$ cat config.mk
export PLATFORM = sky130hd
export DESIGN_NAME = sram_arbiter_2to1
export DESIGN_NICKNAME = d
export VERILOG_FILES = /design/src/rtl/sram_arbiter_2to1.sv
export SDC_FILE = /design/constraint.sdc
export NUM_CORES = 1
export LEC_CHECK = 0
export ABC_AREA = 1
export CELL_PAD_IN_SITES_DETAIL_PLACEMENT = 1
export CELL_PAD_IN_SITES_GLOBAL_PLACEMENT = 2
export CORE_AREA = 2 2 343 345
export DETAILED_ROUTE_END_ITERATION = 7
export DIE_AREA = 0 0 345 347
export GPL_TIMING_DRIVEN = 0
export PLACE_DENSITY = 0.63
export SETUP_SLACK_MARGIN = 0.3
export SYNTH_ARGS = -nofsm -noshare
export SYNTH_HDL_FRONTEND = slang
export SYNTH_SLANG_ARGS = --single-unit
$ cat constraint.sdc
create_clock -name clock -period 5.55 [get_ports clock]
set_input_delay 1.3875 -clock clock [delete_from_list [all_inputs] [get_ports clock]]
set_output_delay 1.3875 -clock clock [all_outputs]
set_load 0.05 [all_outputs]
$ cat src/rtl/sram_arbiter_2to1.sv
// Two-client arbiter in front of a 1R1W SRAM: independent round-robin read and
// write ports, read-after-write hazard stall, and read-data return routing.
module sram_arbiter_2to1 #(
    parameter int unsigned ADDR_W = 16,
    parameter int unsigned DATA_W = 128
) (
    input  logic              clock,
    input  logic              rst_n,
    input  logic              c0RdReq,
    input  logic              c1RdReq,
    input  logic [ADDR_W-1:0] c0RdAddr,
    input  logic [ADDR_W-1:0] c1RdAddr,
    output logic              c0RdGnt,
    output logic              c1RdGnt,
    output logic              c0RdValid,
    output logic              c1RdValid,
    output logic [DATA_W-1:0] c0RdData,
    output logic [DATA_W-1:0] c1RdData,
    input  logic              c0WrReq,
    input  logic              c1WrReq,
    input  logic [ADDR_W-1:0] c0WrAddr,
    input  logic [ADDR_W-1:0] c1WrAddr,
    input  logic [DATA_W-1:0] c0WrData,
    input  logic [DATA_W-1:0] c1WrData,
    output logic              c0WrGnt,
    output logic              c1WrGnt,
    output logic [ADDR_W-1:0] ReadAddress,
    input  logic [DATA_W-1:0] ReadBus,
    output logic              WE,
    output logic [ADDR_W-1:0] WriteAddress,
    output logic [DATA_W-1:0] WriteBus
);

    logic              rd_ptr_q, rd_ptr_d;
    logic              wr_ptr_q, wr_ptr_d;
    logic              rd_pend_q, rd_pend_d;
    logic              rd_owner_q, rd_owner_d;
    logic [ADDR_W-1:0] rd_addr_q, rd_addr_d;
    logic              rd_sel0, rd_sel1;
    logic              hazard0, hazard1;

    always_ff @(posedge clock or negedge rst_n) begin
        if (!rst_n) begin
            rd_ptr_q   <= 1'b0;
            wr_ptr_q   <= 1'b0;
            rd_pend_q  <= 1'b0;
            rd_owner_q <= 1'b0;
            rd_addr_q  <= '0;
        end else begin
            rd_ptr_q   <= rd_ptr_d;
            wr_ptr_q   <= wr_ptr_d;
            rd_pend_q  <= rd_pend_d;
            rd_owner_q <= rd_owner_d;
            rd_addr_q  <= rd_addr_d;
        end
    end

    // Write port arbitration and SRAM write drive
    always_comb begin
        c0WrGnt      = rst_n & c0WrReq & (~c1WrReq | ~wr_ptr_q);
        c1WrGnt      = rst_n & c1WrReq & (~c0WrReq |  wr_ptr_q);
        WE           = c0WrGnt | c1WrGnt;
        WriteAddress = '0;
        WriteBus     = '0;
        wr_ptr_d     = wr_ptr_q;
        if (c0WrGnt) begin
            WriteAddress = c0WrAddr;
            WriteBus     = c0WrData;
            wr_ptr_d     = 1'b1;
        end else if (c1WrGnt) begin
            WriteAddress = c1WrAddr;
            WriteBus     = c1WrData;
            wr_ptr_d     = 1'b0;
        end
    end

    // Read port arbitration; a read colliding with this cycle's write is held off
    always_comb begin
        rd_sel0     = c0RdReq & (~c1RdReq | ~rd_ptr_q);
        rd_sel1     = c1RdReq & (~c0RdReq |  rd_ptr_q);
        hazard0     = WE && (WriteAddress == c0RdAddr);
        hazard1     = WE && (WriteAddress == c1RdAddr);
        c0RdGnt     = rst_n & rd_sel0 & ~hazard0;
        c1RdGnt     = rst_n & rd_sel1 & ~hazard1;
        ReadAddress = rd_addr_q;
        rd_ptr_d    = rd_ptr_q;
        rd_owner_d  = rd_owner_q;
        rd_pend_d   = c0RdGnt | c1RdGnt;
        if (c0RdGnt) begin
            ReadAddress = c0RdAddr;
            rd_ptr_d    = 1'b1;
            rd_owner_d  = 1'b0;
        end else if (c1RdGnt) begin
            ReadAddress = c1RdAddr;
            rd_ptr_d    = 1'b0;
            rd_owner_d  = 1'b1;
        end
        rd_addr_d = ReadAddress;
    end

    // Return data goes only to the client that owned last cycle's grant
    always_comb begin
        c0RdValid = rst_n & rd_pend_q & ~rd_owner_q;
        c1RdValid = rst_n & rd_pend_q &  rd_owner_q;
        c0RdData  = c0RdValid ? ReadBus : '0;
        c1RdData  = c1RdValid ? ReadBus : '0;
    end

endmodule
Word-level counts from Yosys, hierarchy flattened
Index checks and enable logic that the tools add are counted.
- register bits after elaboration: 20
- logic and storage cells: 53
- output and inout port bits: 423
- bits of input ports: 454
- reductions and logical operators: 4
- equal/unequal tests: 2
- mux-type cells: 14
- bitwise gates (word level): 28
- operators by type and width (operator ; number):
    $mux W128 ; 4
    $mux W16 ; 4
    $eq A16 B16 Y1 ; 2
    $and A1 B1 Y1 ; 13
    $not A1 Y1 ; 9
    $mux W1 ; 6
    $or A1 B1 Y1 ; 6
    $reduce_bool A2 Y1 ; 2
    $logic_and A1 B1 Y1 ; 2

Longest topological paths before layout
- depth in word-level cells: 11
- gate-level depth with buffers: 16

Least setup slack after synthesis
OpenSTA, ideal clock, no wires.
- kind: input-to-output
- from: in rst_n
- to: out c1RdData[107]
- arrival: 3.810 ns
- stages on the path: 6
- data required time: 4.163 ns
- setup slack: 0.352 ns
- cell sequence: inv_1 > nor3_1 > inv_1 > clkbuf_1 > clkbuf_1 > nor2_1
- longest elaborated chain between the ends: 3
- RTL lines (item ; RTL line ; RTL):
    start: declaration ; 8 ; input logic rst_n,
    $and A1 B1 Y1 (2 in a row) ; 104 ; c1RdValid = rst_n & rd_pend_q & rd_owner_q;
    net c1RdValid ; 16 ; output logic c1RdValid,
    $mux W128 ; 106 ; c1RdData = c1RdValid ? ReadBus : '0;
    end: declaration ; 18 ; output logic [DATA_W-1:0] c1RdData,
The timed path passes the listed nets, and every way through them passes these cells.

Worst setup path in the final report
- from: in rst_n
- to: out WriteBus[27]
- longest elaborated chain between the ends: 4
- elaborated cells between the ends (all ways): 6
- classes of those cells: mux (2); bitwise (4)
- RTL lines (item ; RTL line ; RTL):
    $and A1 B1 Y1 (2 in a row) ; 61 ; c1WrGnt = rst_n & c1WrReq & (~c0WrReq | wr_ptr_q);
    $mux W128 ; 70 ; end else if (c1WrGnt) begin
    $mux W128 (*) ; 66 ; if (c0WrGnt) begin
    end: declaration ; 31 ; output logic [DATA_W-1:0] WriteBus
Mark *: on every way between the ends. The rest lies on a longest branch, timed or not.

==> results.md <==
- Status: finished, final reports clean
- Max Cap Violations: 0
- Crit-path leading delay family: buffers and inverters
- Pwr/cell area: between 100 and 150 nW/um^2
- Clock transition at the registers of the reported paths: 0.07 ns
- Combinational cell fraction of total power: 0.829
- Synth Register Bits: 20
- Setup WS pre-CTS: -1.92 ns
- Unique masters post-synth: 29
- CTS Sinks: 20
- Pre-antenna DRT Iters: 4
- Global Route Usage Sum: 0.122
- Multi-input gate area in the final layout: approximately 3500 sq um
- Internal reg-to-reg setup slack: between 2 and 3 ns
- Sequential fraction of the synthesis area: 0.105
- Worst Hold Class: flop to flop
- CTS Hold Bufs: 0
- Critical path's largest stage delay: around 0.82 ns
- # DRC: 0
- Worst slew pin tran: roughly 0.86 ns
- Final Power: roughly 2300 uW
- Endpoints failing hold: 0
- Die span in x: about 350 um
- Port buffer count: 876
- Post-route ant nets: 0
- Share of cells above drive strength 1: 0.148
- WHS Path Cells: 2
- Post-layout minimum cycle time: between 5 and 6 ns
- Die Y: about 350 um
- Global-route wire length before repair: just under 100,000 um
- Fill cells: around 14,000
- Starting Density: 0.0410
- Final Core Density: 0.138
- Period utilisation layout: 0.923
- Post-layout worst setup margin: between 0.4 and 0.5 ns
- Syn Inst Count: 907
- CP Class: input pin to primary output
- 1st-iter DRT viols: between 400 and 500
- Worst Min Path Start: rd_owner_q
- Detailed Route WL: between 70,000 and 80,000 um
- Die area: 120,000 sq um
- Nets@finish: 2,269
- Hold path endpoint: rd_owner_q
- Final Max Slew Viols: 0
- CP endpoint kind: primary output
- Worst Skew: 0.00364 ns
- Reg power frac: 0.079
- Clk pwr share: 0.092
- Syn_nets: 1,361
- CTS tree: yes
- Mapped cell area: 4750 sq um
- Vias in the first global route: 10,347
- Setup_tns: 0 ns
- P_sw: ~1300 uW
- Worst setup SP type: input pin
- Maximum root-to-sink buffer count: 2
- Core box area: 116,000 sq um
- RSZ-0062 raised after global routing: false
- Clock root buffer: clkbuf_16
- Final hold slack: between 0.5 and 0.6 ns
- Hpwl dp: 70,500 um
- Critical path buffer and inverter count: 5
- Final Setup Violations: 0
- Crit-path cells: buf_6 > nand2_2 > a21oi_4 > buf_12 > clkbuf_4 > clkbuf_1 > a22o_1 > clkdlybuf4s50_1
- Slew HR: 0.426
- Crit Path Max Fanout: 11
- GR Overflow Total: 0
- H-tree lvl count: 1
- Wire per inst: about 23 um
- Total number of vias: approximately 10,000
- Synthesized area per cell: between 5 and 6 sq um
- Antenna violations before repair: around 40
- Ports: just under 900
- Final Wtd Congestion: between 0.8 and 0.9
- Cells on worst reg2reg path: 17
- P_leak: between 0.007 and 0.008 uW
- Area Growth Syn to Fin: 236%
- Reg2Reg Launch Point: wr_ptr_q
- Yosys warns: 0
- CP max-delay cell: clkdlybuf4s50_1
- Clock latency on the worst-skew pair: between 0.2 and 0.3 ns
- RR Endpoint: rd_addr_q[10]
- Vias per inst: between 2 and 3
- Sw Ratio: 0.568
- Worst VDD drop: about 0.096 mV
- Crit path DAT: ~3.7 ns
- Total CTS buffers: 3
- CP Data Required Time: around 4.2 ns
- Register area: about 500 sq um
- Largest net degree at the start of global routing: 16
- Num rows: 125
- Cell Int Power: ~1000 uW
- Fmax: 195 MHz
==> tightest hold or removal path: stages, from the launching register on <==
cell and delay (ns):
dfrtp_1 0.42, o21ai_1 0.09, inv_1 0.04
==> placed cells by master (no fill, tap or decap), drive strengths merged <==
| cell | instances |
|---|---|
| xor2 | 1 |
| a22o | 128 |
| dlygate4sd2 | 147 |
| diode | 4 |
| nor2 | 272 |
| dfrtp | 20 |
| nand3 | 75 |
| bufbuf | 1 |
| dlymetal6s2s | 4 |
| a21oi | 6 |
| nand2 | 142 |
| o22ai | 1 |
| inv | 185 |
| clkdlybuf4s50 | 558 |
| nor3 | 2 |
| xnor2 | 5 |
| nand4 | 1 |
| o21ai | 6 |
| clkdlybuf4s15 | 112 |
| bufinv | 1 |
| clkbuf | 99 |
| buf | 48 |
==> cell families after synthesis <==
group           share of synthesized area
buf+inv                             0.207
xor+xnor                           0.0111
compound gates                      0.253
simple gates                        0.423
flops                               0.105
==> cell usage after synthesis, drive strengths merged <==
cell type | instances | area (sq um)
a21oi | 6 | 45.1
a22o | 128 | 1120
buf | 8 | 67.6
clkbuf | 56 | 220
dfrtp | 20 | 500
inv | 185 | 694
nand2 | 141 | 568
nand3 | 75 | 388
nand4 | 1 | 6.26
nor2 | 272 | 1040
nor3 | 2 | 10.0
o21ai | 6 | 30.0
o22ai | 1 | 6.26
xnor2 | 5 | 43.8
xor2 | 1 | 8.76
==> power groups by stage <==
stage	Combinational (uW)	Clock (uW)	Sequential [uW]
final	1940	216	185
after global routing	2040	226	188
after CTS	1950	220	185
after detailed placement	1950	0	187
after global placement	1950	0	186
after floorplan	978	0	185
==> final cells by class <==
type / instances / share of cell area
tap: 1524 / 0.120
multi-input combinational: 639 / 0.219
buffer: 64 / 0.0236
clock inverter: 1 / 0.00189
timing repair buffer: 902 / 0.555
sequential: 20 / 0.0314
antenna: 4 / 0.000629
inverter: 185 / 0.0441
clock buffer: 3 / 0.00471
==> layer usage <==
layer  GRT usage  up-vias  wire (um)
met5           0        -        138
met4     0.00403       20        738
met3      0.0361       79       6000
met2       0.221      547      37800
met1       0.148     4640      32400
li1            -     4674          -
==> how the worst max path moves through the flow <==
stage / cells past startpoint / to / slack [ns] / startpoint
2_1_floorplan: 6 / c1RdData[107] / 0.35 / rst_n
3_3_place_gp: 17 / ReadAddress[9] / -2.49 / rst_n
3_5_place_dp: 17 / ReadAddress[9] / -1.92 / rst_n
4_1_cts: 9 / c0RdData[24] / 0.29 / rst_n
5_1_grt: 9 / c0RdData[30] / 0.29 / rst_n
6_report: 8 / WriteBus[27] / 0.43 / rst_n
==> sequential cells by signal, indices dropped and copies added, names as in the netlist <==
register    flops
rd_addr_q      16
rd_owner_q      1
rd_pend_q       1
rd_ptr_q        1
wr_ptr_q        1
==> per-stage QoR <==
stage	area [sq um]	cells
global placement	15400	3307
detailed placement	15400	3308
floorplan	4750	907
finish	15900	3342
CTS	15900	3333
global route	15900	3338
==> repair_timing <==
item	in CTS	in global routing
setup endpoints to repair	422	198
gates resized for setup	667	126
buffers inserted	18	4
hold endpoints to repair	0	0
cloned	3	1
pin swaps	12	13
Power figures use the tool's default switching activity.
